`config.mk`:
```
export PLATFORM = sky130hd
export DESIGN_NAME = result_packer_flat
export DESIGN_NICKNAME = d
export VERILOG_FILES = /design/src/rtl/result_packer_pkg.sv /design/src/rtl/result_packer_if.sv /design/src/rtl/packer_out_slot.sv /design/src/rtl/result_packer.sv /design/src/flat_wrapper.sv
export SDC_FILE = /design/constraint.sdc
export NUM_CORES = 1
export LEC_CHECK = 0
export ABC_CLOCK_PERIOD_IN_PS = 2300
export BUFFER_PORTS_ARGS = -buffer_cell sky130_fd_sc_hd__buf_2
export CORE_AREA = 2 2 102 104
export CTS_CLUSTER_DIAMETER = 200
export DETAILED_ROUTE_END_ITERATION = 12
export DIE_AREA = 0 0 104 106
export SETUP_SLACK_MARGIN = 0.1
export SLEW_MARGIN = 20
export SYNTH_ARGS = -nofsm -noshare
export SYNTH_HDL_FRONTEND = slang
export SYNTH_SLANG_ARGS = --single-unit
```
`constraint.sdc`:
```
create_clock -name clk -period 2.3 [get_ports clk]
set_clock_uncertainty 0.05 [all_clocks]
set_input_delay 0.115 -clock clk [delete_from_list [all_inputs] [get_ports clk]]
set_output_delay 0.115 -clock clk [all_outputs]
set_load 0.01 [all_outputs]
```
`src/rtl/result_packer_pkg.sv`:
```
// Shared types and constants for the result packer (fp16 pairs into 32-bit FIFO words).
package result_packer_pkg;

  localparam int unsigned DATA_W     = 16;
  localparam int unsigned OUT_W      = 32;
  localparam int unsigned COUNT_W    = 10;
  localparam int unsigned WCNT_W     = 16;
  localparam int unsigned FIFO_DEPTH = 1023;
  localparam int unsigned HEADROOM   = 4;

  localparam logic [DATA_W-1:0] PAD_HALF = 16'h0000;

  typedef enum logic {
    S_EMPTY = 1'b0,
    S_HALF  = 1'b1
  } state_e;

  typedef struct packed {
    logic [DATA_W-1:0] hi;
    logic [DATA_W-1:0] lo;
  } word_t;

  // Count is reported with latency, so treat the last HEADROOM words as unavailable.
  function automatic logic almost_full(input logic [COUNT_W-1:0] cnt);
    return 32'(cnt) >= (FIFO_DEPTH - HEADROOM);
  endfunction

endpackage

```
`src/rtl/result_packer_if.sv`:
```
// Engine result stream (valid/ready) between the compute engine and the result packer.
interface result_packer_if;
  import result_packer_pkg::*;

  logic              in_valid;
  logic [DATA_W-1:0] in_data;
  logic              in_ready;

  modport master (output in_valid, output in_data, input in_ready);
  modport slave  (input in_valid, input in_data, output in_ready);
endinterface

```
`src/rtl/packer_out_slot.sv`:
```
// Single-entry output register feeding the result FIFO; drains when not stalled and
// may be reloaded in the same cycle it drains.
module packer_out_slot
  import result_packer_pkg::*;
(
  input  logic               clk,
  input  logic               rst,
  input  logic               load,
  input  word_t              load_data,
  input  logic               fifo_full,
  input  logic [COUNT_W-1:0] fifo_wr_count,
  output logic               out_vld,
  output logic               fifo_wr_en,
  output logic [OUT_W-1:0]   fifo_din
);

  logic  out_vld_q, out_vld_d;
  word_t data_q, data_d;
  logic  stall_c;

  always_comb begin
    stall_c    = fifo_full | almost_full(fifo_wr_count);
    fifo_wr_en = ~rst & out_vld_q & ~stall_c;
    out_vld_d  = load | (out_vld_q & ~fifo_wr_en);
    data_d     = load ? load_data : data_q;
  end

  always_ff @(posedge clk) begin
    if (rst) begin
      out_vld_q <= 1'b0;
      data_q    <= '0;
    end else begin
      out_vld_q <= out_vld_d;
      data_q    <= data_d;
    end
  end

  assign out_vld  = out_vld_q;
  assign fifo_din = data_q;

endmodule

```
`src/rtl/result_packer.sv`:
```
// Packs pairs of fp16 results into 32-bit FIFO words with end-of-layer flush.
// PACKER_HI_FIRST_EN: first sample of a pair goes to [31:16] instead of [15:0].
module result_packer
  import result_packer_pkg::*;
(
  input  logic               clk,
  input  logic               rst,
  result_packer_if.slave     in_if,
  input  logic               flush,
  input  logic               fifo_full,
  input  logic [COUNT_W-1:0] fifo_wr_count,
  output logic               fifo_wr_en,
  output logic [OUT_W-1:0]   fifo_din,
  output logic [WCNT_W-1:0]  word_count,
  output logic               flush_done,
  output logic               busy
);

  function automatic word_t pack_word(input logic [DATA_W-1:0] first,
                                      input logic [DATA_W-1:0] second);
    word_t w;
`ifdef PACKER_HI_FIRST_EN
    w.hi = first;
    w.lo = second;
`else
    w.hi = second;
    w.lo = first;
`endif
    return w;
  endfunction

  state_e              state_q, state_d;
  logic [DATA_W-1:0]   low_q, low_d;
  logic                flush_pend_q, flush_pend_d;
  logic                pad_pend_q, pad_pend_d;
  logic [WCNT_W-1:0]   word_count_q, word_count_d;
  logic                flush_done_q, flush_done_d;
  logic                busy_q, busy_d;

  logic                out_vld;
  logic                load_c;
  word_t               load_data_c;
  logic                slot_free_c, in_ready_c, accept_c;
  logic                pend_now_c, slot_vld_next_c;

  packer_out_slot u_slot (
    .clk           (clk),
    .rst           (rst),
    .load          (load_c),
    .load_data     (load_data_c),
    .fifo_full     (fifo_full),
    .fifo_wr_count (fifo_wr_count),
    .out_vld       (out_vld),
    .fifo_wr_en    (fifo_wr_en),
    .fifo_din      (fifo_din)
  );

  // Pairing and pad selection; a pad only ever covers the half held when flush arrived.
  always_comb begin
    state_d     = state_q;
    low_d       = low_q;
    pad_pend_d  = pad_pend_q;
    load_c      = 1'b0;
    load_data_c = '0;

    slot_free_c = ~out_vld | fifo_wr_en;
    in_ready_c  = ~rst & ((state_q == S_EMPTY) | slot_free_c);
    accept_c    = in_if.in_valid & in_ready_c;

    if (accept_c) begin
      if (state_q == S_EMPTY) begin
        low_d   = in_if.in_data;
        state_d = S_HALF;
      end else begin
        load_c      = 1'b1;
        load_data_c = pack_word(low_q, in_if.in_data);
        state_d     = S_EMPTY;
      end
    end else if (pad_pend_q && (state_q == S_HALF) && slot_free_c) begin
      load_c      = 1'b1;
      load_data_c = pack_word(low_q, PAD_HALF);
      state_d     = S_EMPTY;
    end

    if (flush && !flush_pend_q && (state_q == S_HALF) && !accept_c) pad_pend_d = 1'b1;
    if (state_d == S_EMPTY) pad_pend_d = 1'b0;
  end

  // Flush retires once nothing from before the flush remains outside the FIFO.
  always_comb begin
    pend_now_c      = flush_pend_q | flush;
    slot_vld_next_c = load_c | (out_vld & ~fifo_wr_en);
    flush_done_d    = pend_now_c & ~pad_pend_d & ~slot_vld_next_c;
    flush_pend_d    = pend_now_c & ~flush_done_d;
    busy_d          = (state_d == S_HALF) | slot_vld_next_c | flush_pend_d;
    word_count_d    = word_count_q + WCNT_W'(fifo_wr_en);
  end

  always_ff @(posedge clk) begin
    if (rst) begin
      state_q      <= S_EMPTY;
      low_q        <= '0;
      flush_pend_q <= 1'b0;
      pad_pend_q   <= 1'b0;
      word_count_q <= '0;
      flush_done_q <= 1'b0;
      busy_q       <= 1'b0;
    end else begin
      state_q      <= state_d;
      low_q        <= low_d;
      flush_pend_q <= flush_pend_d;
      pad_pend_q   <= pad_pend_d;
      word_count_q <= word_count_d;
      flush_done_q <= flush_done_d;
      busy_q       <= busy_d;
    end
  end

  assign in_if.in_ready = in_ready_c;
  assign word_count     = word_count_q;
  assign flush_done     = flush_done_q;
  assign busy           = busy_q;

endmodule

```
`src/flat_wrapper.sv`:
```
// flat-port wrapper written by rule: the top's interface ports become plain ports
module result_packer_flat import result_packer_pkg::*;
  (clk, rst, flush, fifo_full, fifo_wr_count, fifo_wr_en, fifo_din, word_count, flush_done, busy, in_if_in_valid, in_if_in_data, in_if_in_ready);
  result_packer_if in_if_i ();
  input  logic clk;
  input  logic rst;
  input  logic flush;
  input  logic fifo_full;
  input  logic [COUNT_W-1:0] fifo_wr_count;
  output logic fifo_wr_en;
  output logic [OUT_W-1:0] fifo_din;
  output logic [WCNT_W-1:0] word_count;
  output logic flush_done;
  output logic busy;
  input wire logic [$bits(in_if_i.in_valid)-1:0] in_if_in_valid;
  input wire logic [$bits(in_if_i.in_data)-1:0] in_if_in_data;
  output wire logic [$bits(in_if_i.in_ready)-1:0] in_if_in_ready;
  assign in_if_i.in_valid = in_if_in_valid;
  assign in_if_i.in_data = in_if_in_data;
  assign in_if_in_ready = in_if_i.in_ready;
  result_packer u_core (.clk(clk), .rst(rst), .in_if(in_if_i), .flush(flush), .fifo_full(fifo_full), .fifo_wr_count(fifo_wr_count), .fifo_wr_en(fifo_wr_en), .fifo_din(fifo_din), .word_count(word_count), .flush_done(flush_done), .busy(busy));
endmodule
```
; Word level (Yosys, flattened, before mapping)
; Index checks and enable logic that the tools add are counted.
[totals]
ff_bits = 70
in_bits = 31
out_inout_bits = 52
[op_classes]
addsub = 1
n_lt_le_gt_ge = 1
n_mux = 11
bitwise = 23
reduce_logical = 8
[ops]
columns = operator, count
row1 = 2-to-1 mux 32 bit, 2
row2 = adder 16 x 1 -> 16 bit, 1
row3 = 2-to-1 mux 16 bit, 1
row4 = greater-or-equal comparator 10 bit (second input constant), 1
row5 = AND 1 bit, 8
row6 = 2-to-1 mux 1 bit, 8
row7 = NOT 1 bit, 8
row8 = OR 1 bit, 7
row9 = logical AND 1 bit, 5
row10 = zero test 1 bit, 2
row11 = AND reduction 2 bit, 1

; Depth between registers and ports, before layout
; Gate-level depths: netlist (run 1).
[logic_depth]
ltp_word = 18
mapped_depth = 11
ltp_nobuf = 9

; By module
; From an unflattened synthesis (run 1), not the netlist that was laid out.
[hier_totals]
cells_unflattened = 327
area_unflattened_um2 = 2939.1
[modules_own_cells]
columns = mod, instances, cells_each, area_per_inst_um2
row1 = result_packer, 1, 214, 1700.4
row2 = packer_out_slot, 1, 113, 1238.7

; Least setup slack after synthesis (run 1)
; Ideal clock, no wire load.
[synth_path]
path_type = input to register
from = in fifo_wr_count[5]
to = reg u_core.word_count_q[12] (netlist: u_core.word_count[12])
arrival_ps = 1962
slack_ps = 228
cell_stages = 10
path_buffers = 1
path_cell_list = nand4_1 -> o31ai_1 -> nor2_1 -> ha_1 -> ha_1 -> and2_1 -> and3_1 -> clkbuf_1 -> a311oi_1 -> a41o_1
[synth_via]
elab_chain_cells = 5
[synth_rtl]
columns = element, line
row1 = start: declaration, flat_wrapper.sv:9  ; input logic [COUNT_W-1:0] fifo_wr_count;
row2 = greater-or-equal comparator 10 bit, result_packer_pkg.sv:25  ; return 32'(cnt) >= (FIFO_DEPTH - HEADROOM);
row3 = OR 1 bit, packer_out_slot.sv:22  ; stall_c = fifo_full | almost_full(fifo_wr_count);
row4 = NOT 1 bit, packer_out_slot.sv:23  ; fifo_wr_en = ~rst & out_vld_q & ~stall_c;
row5 = AND 1 bit, packer_out_slot.sv:23
row6 = via fifo_wr_en, flat_wrapper.sv:10  ; output logic fifo_wr_en;
row7 = adder 16 x 1 -> 16 bit, result_packer.sv:96  ; word_count_d = word_count_q + WCNT_W'(fifo_wr_en);
row8 = end signal: assignment, result_packer.sv:113  ; word_count_q <= word_count_d;
row9 = end: declaration, result_packer.sv:36  ; logic [WCNT_W-1:0] word_count_q, word_count_d;
; The timed path passes the listed nets, and every way through them passes these cells.
; A chain may end at the register's enable or synchronous reset.

; Worst setup path after layout (run 1)
[layout_path]
from = reg u_core.u_slot.out_vld_q (netlist: u_core.u_slot.out_vld)
to = reg u_core.word_count_q[11] (netlist: u_core.word_count[11])
[layout_via]
elab_chain_cells = 3
[layout_rtl]
columns = element, line
row1 = start: declaration, packer_out_slot.sv:17  ; logic out_vld_q, out_vld_d;
row2 = start signal: assignment, packer_out_slot.sv:33  ; out_vld_q <= out_vld_d;
row3 = AND 1 bit (2 in a row), packer_out_slot.sv:23
row4 = adder 16 x 1 -> 16 bit, result_packer.sv:96
; No other way between the ends.

==> metrics.txt, run 1 <==
vias in the first global route around 2300; die area between 0.01 and 0.015 mm2; post-synthesis xor/xnor area fraction 0.0272; crit path cell chain inv_1 > nor2_1 > ha_1 > and3_1 > nand4_2 > or4_1 > a21oi_1; register area around 0.0014 mm2; area of the multi-input gates about 0.0013 mm2; final worst path period need a little over 2 ns; post-synthesis simple-gate area fraction 0.218; grt total ovfl 0; post-synthesis compound-gate area fraction 0.196; run status finished clean; total via count in the routed design ~2600; ratio of final minimum period to clock period 0.874; Area Growth Syn to Fin 31.4%; port bufs 82; total length of routed wires 7030 um; initial antenna violation count 0; crit-path leading delay family simple AND/OR/NAND/NOR gates; Sw Share 0.235; row cnt 37; Pwr Density around 680 mW/mm2; Final GP Congestion ~0.74; Slew Viols, Final 0; flop2flop setup slack a little under 0.3 ns; Fill cells about 1100; Finished Cell Area between 0.003 and 0.004 mm2; Power, Total between 2000 and 3000 uW; Ys Warns 0; DRC violations left 0; Synthesized Nets 360; diode count 0; IO Pins 83; crit path capture type register; CTS tree built; arrival time at the worst endpoint between 2 and 2.5 ns; element type at the critical path start register; core region area roughly 0.01 mm2; most frequent cells in the layout 82 x buf_2, 70 x dfxtp_1, 42 x a21oi_1; WP buf/inv 1; Hold WC Path Type in -> reg; setup TNS 0 ns; Final Hold Vio Count 0; clk sinks 70; asr flop ratio synth 0; power share of the clock group 0.428; non-filler cells, final approximately 560; share of layout cells above drive strength 1 0.294; Slew @ Worst Pin 0.835 ns; combinational power share 0.086; CTS max path bufs 2; RSZ-0062 raised after global routing false; Tot GR Track Use 0.128; Initial DRC Count roughly 120; mux cell area share after synthesis 0; Max Clock Freq ~500 MHz; clock slew at reported path FFs 0.08 ns; sw power 611 uW; Worst slew margin 0.442; Internal roughly 2000 uW; post-DP HPWL about 4900 um; max cap viols 0; Synth Register Bits 70; commonest non-fill, non-tap cell in the layout buf_2; CP max-delay cell or4_1; post-place instance area between 0.003 and 0.004 mm2; top_reg_cell synth dfxtp_1; Seq pwr share 0.486; root buf cell clkbuf_8; H-tree levels 3; Initial Util 0.290; drt wl/cell 12.5 um; Skew-Pair Late Insertion Delay 0.34 ns; Leakage 0.00156 uW; Final setup viols 0; placed insts 528; largest family of logic cells by synthesized area simple AND/OR/NAND/NOR gates; Via-to-Cell Ratio 4.55; Detailed Routing Iterations Pass 1 4; Final Util 0.381; post-synthesis cell area 0.00290 mm2; Nets about 450; Seq/Total Area, Yosys 0.484; worst vdd ir ~0.00027 V; Crit Path Class reg -> reg; first-pass GRT wire length 11300 um; syn avg cell area around 8.9 um2; Chip Width 104 um; antenna-violating nets left 0; CP Max Fanout 7; Mapped Cells between 300 and 400; Synth Area in Adders 0.00864; chip height ~110 um; EDFF count, synth 0; CTS buffer count 9; cts repair resizes 0; Worst Path Required around 2.5 ns; Distinct cells, synth between 40 and 50; Crit path largest cell delay between 0.4 and 0.5 ns; largest net degree at the start of global routing 64
==> power groups by stage <==
stage / clock network [uW] / registers [uW] / logic, uW
floorplan: 0 / 1290 / 122
global placement: 0 / 1290 / 199
detailed placement: 0 / 1290 / 203
CTS: 1160 / 1260 / 226
global route: 1210 / 1270 / 249
finish: 1110 / 1260 / 224
==> final timing paths <==
check | end | depth (start not counted) | startpoint
setup reg to reg | u_core.word_count[11]$_SDFF_PP0_ | 7 | u_core.u_slot.out_vld$_SDFF_PP0_
hold / removal | u_core.state_q$_SDFF_PP0_ | 3 | in_if_in_valid
setup / recovery | u_core.word_count[11]$_SDFF_PP0_ | 7 | u_core.u_slot.out_vld$_SDFF_PP0_
hold reg to reg | u_core.low_q[2]$_SDFFE_PP0P_ | 2 | u_core.low_q[2]$_SDFFE_PP0P_
==> kinds of logic after synthesis <==
family	count (synthesis)
AO/OA/AOI/OAI	89
adder cells (fa/ha/maj)	2
AND/OR/NAND/NOR	112
flip-flops	70
XOR/XNOR	9
buffers and inverters	45
==> tightest hold or removal path, delay by kind of cell <==
kind / cells / cell delay [ns]
buffers and inverters: 1 / 0.14
and+or+nand+nor: 2 / 0.18
==> synth_stat cells (2+ instances only) <==
cell,count,area share
dfxtp_1,70,0.48
o32ai_1,16,0.048
o21bai_1,2,0.0052
o31ai_1,4,0.010
o21ai_0,17,0.029
a21oi_1,42,0.073
nor2b_1,5,0.011
nand2_1,36,0.047
or4_1,3,0.0078
nand2b_1,18,0.039
nor2_1,15,0.019
nand4_1,2,0.0043
xnor2_1,4,0.012
buf_6,2,0.0078
ha_1,2,0.0086
clkbuf_2,2,0.0035
inv_1,21,0.027
or3b_1,2,0.0060
or3b_2,14,0.042
xor2_1,5,0.015
o21ai_2,2,0.0060
nor3_1,2,0.0035
and3_1,3,0.0065
clkbuf_1,15,0.019
buf_2,3,0.0052
and4_1,2,0.0060
nand3_1,4,0.0069
==> metrics by stage <==
stage	hold slack, ns	setup slack [ns]
after CTS	0.0896	0.281
after global routing	0.136	0.136
after global placement	0.331	0.163
after floorplan	0.201	0.228
after detailed placement	0.332	0.0464
final	0.107	0.289
==> layout make-up <==
type                            count  area share
Inverter                           21      0.0207
Clock buffer                       11      0.0371
Timing Repair Buffer              106       0.166
Tap cell                          136      0.0447
Sequential cell                    70       0.368
Clock inverter                      5      0.0214
Multi-Input combinational cell    212       0.342
==> sequential cells by signal, summed over array words and instances, names as in the netlist <==
signal	count
u_core.state_q	1
u_core.flush_done	1
u_core.word_count	16
u_core.pad_pend_q	1
u_core.low_q	16
u_core.flush_pend_q	1
u_core.u_slot.out_vld	1
u_core.busy	1
u_core.u_slot.fifo_din	32
==> timing repair <==
item	CTS	global route
endpoints found under the hold margin	20	0
buffers inserted	0	0
hold buffers	17	0
==> metal layers <==
metal / global-route usage / share of wire
met4: 0.0550 / 0.015
met1: 0.171 / 0.50
met5: 0 / 0
met3: 0.0319 / 0.044
met2: 0.196 / 0.44
Power figures use the tool's default switching activity.
==> run 2, diff against run 1 <==
- CTS_BUF_LIST: not set -> sky130_fd_sc_hd__clkbuf_4 sky130_fd_sc_hd__clkbuf_8
==> run 2 against run 1 <==
  * Cell count did not move
  * Setup slack did not move
  * Sequential share of layout area barely moved
  * Critical endpoint unchanged
  * Sequential power barely moved
  * Wire length rose by 0.13%
==> metrics.txt, run 2 (synthesis results as in run 1) <==
diode count 0 (unchanged); most frequent cells in the layout 82 x buf_2, 70 x dfxtp_1, 42 x a21oi_1; Detailed Routing Iterations Pass 1 4 (unchanged); clk sinks 70 (unchanged); drt wl/cell 12.5 um (+0.13%); CP Max Fanout 7 (unchanged); arrival time at the worst endpoint 2.23 ns (about the same); run status finished clean; HP Start in_if_in_valid; clock slew at reported path FFs 0.08 ns (about the same); hold depth 3 (unchanged); final worst path period need 2.01 ns (unchanged); Crit path largest cell delay 0.45 ns (about the same); DRC violations left 0 (unchanged); Initial Util 0.290 (unchanged); Leakage 0.00156 uW (+0.22%); chip height 106 um (unchanged); max FFs per register 32 (unchanged); setup TNS 0 ns (unchanged); share of layout cells above drive strength 1 0.296 (+0.00235); crit path cell chain inv_1 > nor2_1 > ha_1 > and3_1 > nand4_2 > or4_1 > a21oi_1; IO Pins 83 (unchanged); core region area 0.0100 mm2 (unchanged); Chip Width 104 um (unchanged); Finished Cell Area 0.00381 mm2 (about the same); Tot GR Track Use 0.128 (unchanged); Slew Viols, Final 0 (unchanged); Worst Reg2Reg Path Length in Cells 7 (unchanged); Final GP Congestion 0.736 (unchanged); Max Clock Freq 497 MHz (unchanged); CTS max path bufs 2 (unchanged); Area Growth Syn to Fin 31.6% (about the same); Via-to-Cell Ratio 4.55 (about the same); Final Hold Vio Count 0 (unchanged); root buf cell clkbuf_8; post-place instance area 0.00342 mm2 (unchanged); CTS tree built; Initial DRC Count 123 (unchanged); first-pass GRT wire length 11300 um (unchanged); crit-path leading delay family simple AND/OR/NAND/NOR gates; RR Startpoint u_core.u_slot.out_vld$_SDFF_PP0_; element type at the critical path start register; Pwr Density 686 mW/mm2 (+0.44%); Final Util 0.381 (about the same); Skew-Pair Late Insertion Delay 0.34 ns (about the same); max cap viols 0 (unchanged); flop2flop setup slack 0.29 ns (about the same); Crit Path Class reg -> reg; vias in the first global route 2310 (unchanged); largest net degree at the start of global routing 64 (unchanged); RSZ-0062 raised after global routing false; Power, Total 2610 uW (+0.54%); Worst slew margin 0.451 (+0.00829); CTS buffer count 9 (unchanged); CP max-delay cell or4_1; Slew @ Worst Pin 0.823 ns (-0.0124 ns); die area 0.0110 mm2 (unchanged); grt total ovfl 0 (unchanged); Hold WC Path Type in -> reg; worst vdd ir 0.000268 V (about the same); critical path launch point u_core.u_slot.out_vld$_SDFF_PP0_; commonest non-fill, non-tap cell in the layout buf_2; Worst Path Required 2.52 ns (about the same); total length of routed wires 7040 um (+0.13%); initial antenna violation count 0 (unchanged); row cnt 37 (unchanged); ratio of final minimum period to clock period 0.874 (unchanged); H-tree levels 3 (unchanged); antenna-violating nets left 0 (unchanged); placed insts 528 (unchanged); crit path capture type register; port bufs 82 (unchanged); WP buf/inv 1 (unchanged); Final setup viols 0 (unchanged); post-DP HPWL 4850 um (unchanged); non-filler cells, final 561 (unchanged); cts repair resizes 0 (unchanged); Nets 453 (unchanged); stages on the worst setup path 7 (unchanged); total via count in the routed design 2554 (-0.039%)
[run 2: power breakdown]
part | switching (uW) | internal, uW | total [uW]
logic | 124 | 100 | 224
clock network | 471 | 655 | 1130
registers | 18.5 | 1240 | 1260
total | 614 | 2000 | 2610
[run 2: timing repair]
| action | CTS | global route |
|---|---|---|
| hold endpoints to repair | 20 | 0 |
| setup buffers | 0 | 0 |
| hold buffers | 17 | 0 |
[run 2: layout make-up]
cell class / count / area, um2
repair buffers: 106 / 633
flip-flops and latches: 70 / 1400
fillers: 1063 / 6190
well taps: 136 / 170
clock buffers: 11 / 145
clock inverters: 5 / 81.3
multi-input cells: 212 / 1300
inverters: 21 / 78.8
[run 2: per-layer routing]
metal / GRT usage / wire [um]
met5: 0 / 0
met4: 0.0550 / 108
met3: 0.0319 / 303
met2: 0.196 / 3090
met1: 0.171 / 3530
[run 2: stage by stage]
step / setup slack (ns) / hold slack, ns
global placement: 0.163 / 0.331
global route: 0.136 / 0.136
detailed placement: 0.0464 / 0.332
floorplan: 0.228 / 0.201
CTS: 0.281 / 0.0896
finish: 0.289 / 0.107
[run 2: path summary, 6_finish.rpt]
kind                                       to
max          u_core.word_count[11]$_SDFF_PP0_
max reg2reg  u_core.word_count[11]$_SDFF_PP0_
min reg2reg      u_core.low_q[2]$_SDFFE_PP0P_
min                 u_core.state_q$_SDFF_PP0_
[run 2: worst reg2reg max path: cells and delay by family, from the launching register on]
kind,cells,cell delay [ns]
DFF,1,0.36
buffers and inverters,1,0.09
adders and majority gates,1,0.18
AOI/OAI and AO/OA,1,0.16
and+or+nand+nor,4,1.10
